`config.mk`:
```
export PLATFORM = sky130hd
export DESIGN_NAME = branch_hazard_ctrl
export DESIGN_NICKNAME = d
export VERILOG_FILES = /design/src/rtl/branch_hazard_ctrl.sv
export SDC_FILE = /design/constraint.sdc
export NUM_CORES = 1
export LEC_CHECK = 0
export ABC_AREA = 0
export BUFFER_PORTS_ARGS = -buffer_cell sky130_fd_sc_hd__buf_2
export CAP_MARGIN = 15
export CELL_PAD_IN_SITES_DETAIL_PLACEMENT = 2
export CELL_PAD_IN_SITES_GLOBAL_PLACEMENT = 2
export CORE_MARGIN = 2
export CORE_UTILIZATION = 33
export DETAILED_ROUTE_END_ITERATION = 10
export HOLD_SLACK_MARGIN = 0.15
export PLACE_DENSITY_LB_ADDON = 0.08
export SLEW_MARGIN = 30
export SYNTH_ARGS = -nofsm -noshare
export SYNTH_HDL_FRONTEND = slang
export SYNTH_SLANG_ARGS = --single-unit
```
`constraint.sdc`:
```
create_clock -name clk -period 3.5 [get_ports clk]
set_input_delay 0.525 -clock clk [delete_from_list [all_inputs] [get_ports clk]]
set_output_delay 0.525 -clock clk [all_outputs]
set_load 0.01 [all_outputs]
```
`src/rtl/branch_hazard_ctrl.sv`:
```
// ID-stage branch hazard controller: stalls branches whose operands are not yet
// forwardable, flushes IF/ID on taken branches/jumps, and keeps stall statistics.
module branch_hazard_ctrl #(
    parameter int CNT_W = 32
) (
    input  logic             clk,
    input  logic             rst,
    input  logic             isBranch_ID,
    input  logic             Jump_ID,
    input  logic             BranchTaken_ID,
    input  logic [4:0]       RegRdaddr1_ID,
    input  logic [4:0]       RegRdaddr2_ID,
    input  logic             RegWrite_EX,
    input  logic             MemRead_EX,
    input  logic [4:0]       RegWtaddr_EX,
    input  logic             RegWrite_MEM,
    input  logic             MemRead_MEM,
    input  logic [4:0]       RegWtaddr_MEM,
    input  logic             Stall_ext,
    output logic             PC_stall,
    output logic             IF_ID_stall,
    output logic             ID_EX_flush,
    output logic             IF_ID_flush,
    output logic [CNT_W-1:0] stall_cycles,
    output logic [CNT_W-1:0] branch_count,
    output logic [CNT_W-1:0] taken_count
);

    typedef enum logic {IDLE, HOLD} state_t;

    state_t     state;
    logic       rem;
    logic [1:0] need;
    logic       stall;
    logic       match_ex;
    logic       match_mem;
    logic       unused_mem_wr;

    // MEM-stage ALU results are forwardable, so the MEM write enable is not needed
    assign unused_mem_wr = RegWrite_MEM;

    assign match_ex  = (RegWtaddr_EX != 5'd0) &&
                       ((RegWtaddr_EX == RegRdaddr1_ID) ||
                        (RegWtaddr_EX == RegRdaddr2_ID));
    assign match_mem = (RegWtaddr_MEM != 5'd0) &&
                       ((RegWtaddr_MEM == RegRdaddr1_ID) ||
                        (RegWtaddr_MEM == RegRdaddr2_ID));

    always_comb begin
        need = 2'd0;
        if (isBranch_ID) begin
            if (MemRead_EX && match_ex)
                need = 2'd2;
            else if (RegWrite_EX && match_ex)
                need = 2'd1;
            else if (MemRead_MEM && match_mem)
                need = 2'd1;
        end
    end

    assign stall       = (state == HOLD) || (need != 2'd0);
    assign PC_stall    = stall;
    assign IF_ID_stall = stall;
    assign ID_EX_flush = stall;
    assign IF_ID_flush = !stall && !Stall_ext &&
                         (Jump_ID || (isBranch_ID && BranchTaken_ID));

    always_ff @(posedge clk or posedge rst) begin
        if (rst) begin
            state <= IDLE;
            rem   <= 1'b0;
        end else if (!Stall_ext) begin
            case (state)
                IDLE: begin
                    if (need == 2'd2) begin
                        state <= HOLD;
                        rem   <= 1'b0;
                    end
                end
                HOLD: begin
                    if (rem == 1'b0)
                        state <= IDLE;
                    else
                        rem <= rem - 1'b1;
                end
                default: state <= IDLE;
            endcase
        end
    end

    always_ff @(posedge clk or posedge rst) begin
        if (rst) begin
            stall_cycles <= '0;
            branch_count <= '0;
            taken_count  <= '0;
        end else if (!Stall_ext) begin
            if (stall)
                stall_cycles <= stall_cycles + CNT_W'(1);
            if (isBranch_ID && !stall)
                branch_count <= branch_count + CNT_W'(1);
            if (isBranch_ID && !stall && BranchTaken_ID)
                taken_count <= taken_count + CNT_W'(1);
        end
    end

endmodule

```
==> impl_metrics.ini, run 1 <==
[place]
port_buffers = 128
placed_cell_area_um2 = 5600
gp_congestion = 0.717
dp_hpwl_um = 9520

[global_routing]
grt_antenna_before_repair = 0
first_global_vias = 3989
grt_pass1_wl_um = 21000
grt_overflow = 0
grt_usage_pct = 17.7
grt_max_degree = 48

[route]
dr.first_iter.drc_count = 112
viasPerCell = 4.97
wl_per_cell_um = 17.0
wirelength_um = 12800
post-route-drc-count = 0
ant_nets = 0
via_count = 3744
dr.pass1.iters = 4

[logic_synthesis]
synthesis.nets = 473
ys_ff_latch = 97
synth_edf_count = 0
synth_top_area_cell = dfrtp_1
netlist_top_cells_count = dfrtp_1 (97), xnor2_1 (77), nand2_1 (40), xor2_1 (36), nand3_1 (33)
synthArstFlopShare_pct = 100
netlist_instances = 440
postSynthAreaPerCell_um2 = 10.8
synth.distinct_cells = 38
synth-seq-area-share_pct = 50.9
ys.flop_type = dfrtp_1
yosys-top-cells-area = dfrtp_1 (51%), xnor2_1 (14%), xor2_1 (6.6%)
syn_area_um2 = 4770
synth_most_common_cell = dfrtp_1
ys_warn_count = 0
synth_top_area_share_pct = 50.9

[timing]
max-slew-margin-rel_pct = 59.8
max_freq_mhz = 377
min_period_ps = 2650
fin_skew_ps = 7.99
finalSetupTns_ps = 0
setup_viol = 0
slew_viol_final = 0
fin_crit_sh_pct = 75.7
rsz0062_at_grt = false
hold_violations = 0
worst_pin_slew_ps = 602

[cts]
clock_latency_ps = 350
clkSlewWorstSetupHoldPaths_ps = 70
clock-sinks = 97
cts_resized = 0
cts.hold.buffers_added = 0
ctsLongestPathBuffers = 2
numCtsBuffers = 9
cts_max_level = 3
post_cts_buffers = 0
cts_tree = done
cts-root-buf = clkbuf_16

[floorplan]
fp.dieW_um = 124
ios = 130
die-height_um = 124
start_util_pct = 34.1
dieArea_um2 = 15400
row_count = 43
core-area_um2 = 14000

[setup_path]
reg2regPathDepth = 7
critPathRequiredTime_ps = 2970
timing.rr.start = taken_count[7]
r2r_slack_ps = 1260
timing_worst_setup_path_type = input port to output port
crit_path_end_kind = output port
worstReg2RegEnd = taken_count[31]
path_max_fanout = 4
worstPathArrival_ps = 2130
cp-start-kind = input port

[power_and_ir_drop]
p_leak_nw = 3.00
total_power_mw = 2.58
power_density_nw_per_um2 = 441
vdd_drop_max_mv = 0.183

[layout]
drive_gt1_share_pct = 28.8
design_area_um2 = 5860
final_nets = 603
n_antenna_cell = 0
syn_to_final_growth_pct = 22.9

[run]
maxCapViolations = 0

[worst_hold_path]
holdCritPathClass = input port to async pin

[outcome]
outcome = finished clean
==> layout by cell type (no fill, tap or decap), drive strengths merged, types with 3 or more instances in the layout <==
master,n
and3,20
buf,133
or2,3
xnor2,77
nor2,25
inv,9
nand3,35
dfrtp,97
ha,3
xor2,36
and4,15
nor3,11
nand4,25
nand2,41
clkbuf,11
a21oi,3
and2,8
clkinv,3
mux2,3
==> per-layer routing <==
| layer | vias to the layer above | track usage, % | share of wire, % |
|---|---|---|---|
| met3 | 12 | 3.80 | 4.0 |
| met4 | 0 | 4.85 | 1.1 |
| met2 | 80 | 28.3 | 48 |
| li1 | 1759 | - | - |
| met1 | 1893 | 24.2 | 47 |
| met5 | - | 0 | 0 |
==> logic make-up (layout without fill, tap and decap cells) <==
kind of cell	Yosys count	in the layout	synth area share, %
AOI/OAI and AO/OA	11	11	2.07
xor gates and xnor gates	113	113	20.8
adders and majority gates	3	3	0.787
buffers and inverters	23	156	2.34
DFF	97	97	50.9
muxes	3	3	0.709
and+or+nand+nor	190	190	22.4
==> flip-flops by register name (all words and copies together), names as in the netlist <==
register,flops
taken_count,32
state,1
stall_cycles,32
branch_count,32
==> critical path, stage by stage <==
cell and delay (ps):
buf_2 120, or4_1 550, o21ai_1 140, inv_1 110, nand2_1 70, o21ai_0 70, a21o_1 220, nor3_1 160
buf_2 150
==> where the power goes <==
part	internal [mW]	leakage, nW	total [mW]	switching (mW)
clock	0.493	0.131	0.914	0.421
sequential	1.19	1.31	1.30	0.104
combinational	0.159	1.55	0.369	0.210
total	1.85	3.00	2.58	0.735
==> worst max-delay path by stage <==
| stage | from | to | depth (start not counted) |
|---|---|---|---|
| 3_3_place_gp | RegWtaddr_MEM[1] | taken_count[15] | 10 |
| 4_1_cts | RegWtaddr_MEM[1] | IF_ID_flush | 9 |
| 6_report | RegWtaddr_MEM[1] | IF_ID_flush | 9 |
| 2_1_floorplan | rst | branch_count[0] | 1 |
| 5_1_grt | RegWtaddr_MEM[1] | IF_ID_flush | 9 |
| 3_5_place_dp | RegWtaddr_MEM[1] | branch_count[10] | 9 |
==> metrics by stage <==
stage	hold slack, ps	util, %	worst slack [ps]	cells
finish	258	41.9	849	753
detailed placement	458	40.0	571	739
global placement	453	40.0	620	739
global route	302	41.9	719	753
floorplan	490	-	441	440
CTS	280	41.9	829	753
==> area by class of cell <==
type,count,area [um2]
Clock buffer,11,243
Clock inverter,3,18.8
Fill cell,1564,8130
Inverter,9,36.3
Multi-Input combinational cell,320,2230
Sequential cell,97,2430
Tap cell,180,225
Timing Repair Buffer,133,678
(Power assumes the default switching activity.)
==> run 2: changes to the inputs <==
==> constraint.sdc (replaced) <==
create_clock -name clk -period 2.7 [get_ports clk]
set_input_delay 0.405 -clock clk [delete_from_list [all_inputs] [get_ports clk]]
set_output_delay 0.405 -clock clk [all_outputs]
set_load 0.01 [all_outputs]
==> run 2 against run 1 <==
  * First-iteration DRC count is the same
  * Global-route usage grew 0.63 points
  * Sequential share of layout area shrank 0.93 points
  * Utilization grew 0.97 points
  * Design area grew 2.3%
  * Critical path depth is the same
  * Critical endpoint unchanged
  * Largest power group unchanged
  * Highest routed layer unchanged
==> impl_metrics.ini, run 2 (synthesis results as in run 1) <==
[outcome]
outcome = finished clean

[global_routing]
top_usage_layer = met2
met2_usage_pct = 30.6
grt_util_met1_pct = 23.4
grt_antenna_before_repair = 0
grt_pass1_wl_um = 21700
first_global_vias = 4157
grt_max_degree = 43
grtUsageMet3_pct = 5.49
grt_usage_pct = 18.3
grt_overflow = 0

[setup_path]
reg2regPathDepth = 7
crit_path_end_kind = output port
r2r_slack_ps = 420
worstReg2RegEnd = taken_count[31]
cp_slowest_cell = or4_1
timing_worst_setup_path_type = input port to output port
cp_common_cell = buf_2
path_max_fanout = 4
critPathRequiredTime_ps = 2300
max_stage_delay_ps = 540
worstPathArrival_ps = 2040
cp-start-kind = input port
timing.rr.start = taken_count[7]
crit_chain = buf_2 > or4_1 > o21ai_1 > inv_1 > nand2_1 > o21ai_0 > a21o_1 > nor3_1 > buf_2

[worst_hold_path]
holdPathStages = 3
hold_end = state
worstHoldStart = MemRead_EX
holdCritPathClass = input port to flip-flop

[power_and_ir_drop]
total_power_mw = 3.47
vdd_drop_max_mv = 0.303
p_leak_nw = 3.06
power_density_nw_per_um2 = 578

[layout]
syn_to_final_growth_pct = 25.7
top_regs = branch_count x32, stall_cycles x32, taken_count x32
n_antenna_cell = 0
n_fill_cell = 1548
most-common-layout-cells = buf_2 (128), dfrtp_1 (97), xnor2_1 (77), nand2_1 (40), xor2_1 (36)
drive_gt1_share_pct = 29.4
final_nets = 610
layout_commonest_cell = buf_2
post-route-util_pct = 42.8

[route]
via_count = 3814
wirelength_um = 13100
post-route-drc-count = 0
wl_per_cell_um = 17.2
viasPerCell = 5.01
ant_nets = 0
dr.first_iter.drc_count = 112
dr.pass1.iters = 4

[cts]
cts_tree = done
cts-root-buf = clkbuf_16
cts.hold.buffers_added = 1
clkSlewWorstSetupHoldPaths_ps = 60
cts_max_level = 3
numCtsBuffers = 9
ctsLongestPathBuffers = 2
post_cts_buffers = 0
clock_latency_ps = 350
cts_resized = 0
clock-sinks = 97

[timing]
min_period_ps = 2440
rsz0062_at_grt = false
slew_viol_final = 0
hold_violations = 0
max_freq_mhz = 410
max-slew-margin-rel_pct = 57.4
fin_skew_ps = 9.32
setup_viol = 0
fin_crit_sh_pct = 90.4
worst_pin_slew_ps = 637

[floorplan]
start_util_pct = 34.1
die-height_um = 124
dieArea_um2 = 15400
core-area_um2 = 14000
fp.dieW_um = 124
ios = 130
row_count = 43

[place]
dp_hpwl_um = 9840
gp_congestion = 0.746
port_buffers = 128

[run]
maxCapViolations = 0
## run 2: cell types whose count changed in the layout (fill, tap and decap cells not counted), sizes merged
cell	previous run	this run
buf	133	139
bufinv	0	1
clkbuf	11	13
clkinv	3	2
clkinvlp	0	1
dlygate4sd3	0	1
inv	9	8
## run 2: worst max-delay path by stage
stage	start	to	slack, ps	depth (start not counted)
finish	RegWtaddr_MEM[1]	IF_ID_flush	260	9
global route	RegRdaddr2_ID[1]	IF_ID_flush	130	9
CTS	RegWtaddr_MEM[1]	IF_ID_flush	230	9
detailed placement	RegWtaddr_MEM[1]	branch_count[11]	-4	10
global placement	RegWtaddr_MEM[1]	branch_count[11]	60	10
floorplan	RegWtaddr_MEM[1]	branch_count[13]	480	8
## run 2: per-stage QoR
step	hold slack [ps]	cells	setup WS [ps]	setup TNS (ps)	instance area [um2]
final	326	762	259	0	5990
after detailed placement	455	745	-4.02	-4.02	5690
after global placement	453	745	56.7	0	5690
after global routing	340	762	133	0	5990
after CTS	315	762	233	0	5990
after floorplan	490	440	479	0	4770
## run 2: layer usage
layer / up-vias / share of wire [%] / wire, um
li1: 1774 / - / -
met1: 1956 / 44 / 5790
met2: 75 / 50 / 6560
met3: 9 / 5.1 / 664
met4: 0 / 0.81 / 106
met5: - / 0 / 0
## run 2: area by class of cell
cell class | count | area (um2) | area share (%)
clock inverters | 3 | 40.0 | 0.668
repair buffers | 140 | 783 | 13.1
clock buffers | 13 | 250 | 4.18
flip-flops and latches | 97 | 2430 | 40.5
multi-input cells | 320 | 2230 | 37.2
inverters | 9 | 37.5 | 0.626
well taps | 180 | 225 | 3.76
## run 2: worst max-delay path, delay by kind of cell
kind / cells / cell delay [ps]
AND/OR/NAND/NOR: 3 / 800
AO/OA/AOI/OAI: 3 / 460
buffers and inverters: 3 / 360
## run 2: report_power, final
group          switching, mW  total [mW]  internal [mW]
sequential             0.131        1.68           1.55
combinational          0.277       0.491          0.215
clock                  0.553        1.30          0.743
==> run 3: changes to the inputs <==
--- a/config.mk
+++ b/config.mk
@@ -5,13 +5,13 @@
 export SDC_FILE = /design/constraint.sdc
 export NUM_CORES = 1
 export LEC_CHECK = 0
-export ABC_AREA = 0
+export ABC_AREA = 1
 export BUFFER_PORTS_ARGS = -buffer_cell sky130_fd_sc_hd__buf_2
 export CAP_MARGIN = 15
 export CELL_PAD_IN_SITES_DETAIL_PLACEMENT = 2
 export CELL_PAD_IN_SITES_GLOBAL_PLACEMENT = 2
 export CORE_MARGIN = 2
-export CORE_UTILIZATION = 33
+export CORE_UTILIZATION = 31
 export DETAILED_ROUTE_END_ITERATION = 10
 export HOLD_SLACK_MARGIN = 0.15
 export PLACE_DENSITY_LB_ADDON = 0.08
==> run 3 against run 2 <==
  * Routed wire length up 65%
  * Sequential cell count unchanged
  * Combinational power is 33% higher
  * Critical path depth increased by 4
  * Synthesized cell count grew 100%
  * Highest routed layer unchanged
==> impl_metrics.ini, run 3 <==
[outcome]
outcome = finished clean

[floorplan]
core-area_um2 = 21000
die-height_um = 150
start_util_pct = 31.4
row_count = 53
fp.dieW_um = 150
ios = 130
dieArea_um2 = 22400

[global_routing]
grt_overflow = 0
grt_max_degree = 98
grt_pass1_wl_um = 36100
first_global_vias = 6727
grt_antenna_before_repair = 0
grt_usage_pct = 20.2

[timing]
fin_skew_ps = 14.7
setup_viol = 0
max_freq_mhz = 452
timing.hold.ws_ps = 192
min_period_ps = 2210
fin_crit_sh_pct = 81.9
hold_violations = 0
finalSetupTns_ps = 0
max-slew-margin-rel_pct = 60.7
worst_pin_slew_ps = 590
slew_viol_final = 0
rsz0062_at_grt = false

[logic_synthesis]
syn_area_um2 = 6580
synthesis.nets = 933
synth_most_common_cell = nand2_1
yosys-top-cells-area = dfrtp_1 (37%), nand2_1 (18%), xor2_1 (7.1%)
netlist_instances = 900
netlist_top_cells_count = nand2_1 (313), dfrtp_1 (97), nor2_1 (83), nand3_1 (81), inv_1 (62)
synthArstFlopShare_pct = 100
postSynthAreaPerCell_um2 = 7.31
ys_ff_latch = 97
ys_warn_count = 0
synth_top_area_share_pct = 36.9
synth-seq-area-share_pct = 36.9
synth_edf_count = 0
synth_top_area_cell = dfrtp_1
synth.distinct_cells = 35
ys.flop_type = dfrtp_1

[power_and_ir_drop]
vdd_drop_max_mv = 0.259
p_leak_nw = 4.08
power_density_nw_per_um2 = 504
total_power_mw = 3.94

[route]
wirelength_um = 21700
via_count = 6427
post-route-drc-count = 0
dr.first_iter.drc_count = 234
wl_per_cell_um = 16.7
viasPerCell = 4.94
ant_nets = 0
dr.pass1.iters = 4

[cts]
clock-sinks = 97
cts_tree = done
clock_latency_ps = 350
cts.hold.buffers_added = 0
cts_resized = 0
numCtsBuffers = 9
cts-root-buf = clkbuf_16
post_cts_buffers = 0
cts_max_level = 3
ctsLongestPathBuffers = 2
clkSlewWorstSetupHoldPaths_ps = 80

[setup_path]
worstPathArrival_ps = 1810
path_max_fanout = 14
critPathRequiredTime_ps = 2300
cp-start-kind = input port
crit_path_end_kind = output port
timing_worst_setup_path_type = input port to output port

[layout]
layout_commonest_cell = nand2_1
syn_to_final_growth_pct = 19.0
layoutNonFillerInstCount = 1300
top_regs = branch_count x32, stall_cycles x32, taken_count x32
final_nets = 1054
drive_gt1_share_pct = 21.2
n_antenna_cell = 0
most-common-layout-cells = nand2_1 (313), buf_2 (128), dfrtp_1 (97), nor2_1 (83), nand3_1 (81)

[place]
gp_congestion = 0.766
place_inst = 1285
dp_hpwl_um = 16100
port_buffers = 128

[worst_hold_path]
holdCritPathClass = input port to async pin

[run]
maxCapViolations = 0
## run 3: metrics by stage
step | instance area, um2 | util [%] | worst slack (ps)
floorplan | 6590 | - | 841
global placement | 7470 | 35.6 | 466
detailed placement | 7470 | 35.6 | 421
CTS | 7830 | 37.4 | 474
global route | 7830 | 37.4 | 316
finish | 7830 | 37.4 | 488
## run 3: layout make-up
class / count / area [um2]
Fill cell: 2566 / 13100
Multi-Input combinational cell: 707 / 3690
Sequential cell: 97 / 2430
Timing Repair Buffer: 136 / 738
Tap cell: 275 / 344
Inverter: 70 / 267
Clock buffer: 9 / 225
Clock inverter: 6 / 138
## run 3: power breakdown
group          switching, mW  internal, mW  leakage (nW)
combinational          0.432         0.223          2.58
clock                  0.618          1.00         0.177
sequential             0.128          1.54          1.33
## run 3: layer usage
layer | GRT usage, % | wire (um) | vias up
met5 | 0 | 0 | -
met4 | 4.20 | 172 | 0
met3 | 2.20 | 571 | 11
met2 | 35.2 | 10700 | 86
met1 | 27.0 | 10200 | 3210
li1 | - | - | 3120
## run 3: worst paths after layout
path                                   from               end  slack [ps]  cells after the start
hold / removal                          rst  branch_count[22]         190                      3
setup / recovery           RegRdaddr1_ID[1]       IF_ID_flush         490                     13
min in group clk                 MemRead_EX             state         360                      3
hold reg to reg            branch_count[30]  branch_count[30]         500                      1
max in group asynchronous               rst   taken_count[21]        2020                      3
setup reg to reg             taken_count[0]   taken_count[24]         590                     12
## run 3: kinds of logic (layout without fill, tap and decap cells)
group	Yosys count	after routing	share of synthesized area, %
flops	97	97	36.9
xor+xnor	89	89	11.8
simple gates	603	603	42.7
compound gates	12	12	0.912
buf+inv	96	221	7.05
fa+ha+maj	3	3	0.570
## run 3: critical path: stages
cell and delay (ps):
buf_2 110, inv_1 50, nand2_1 50, nand2_1 50, nor2_1 150, nand3_1 90, nand2_1 130, nand3_2 180
nand2_1 120, nand2_2 80, nand2_4 180, nor3_1 60, buf_2 140
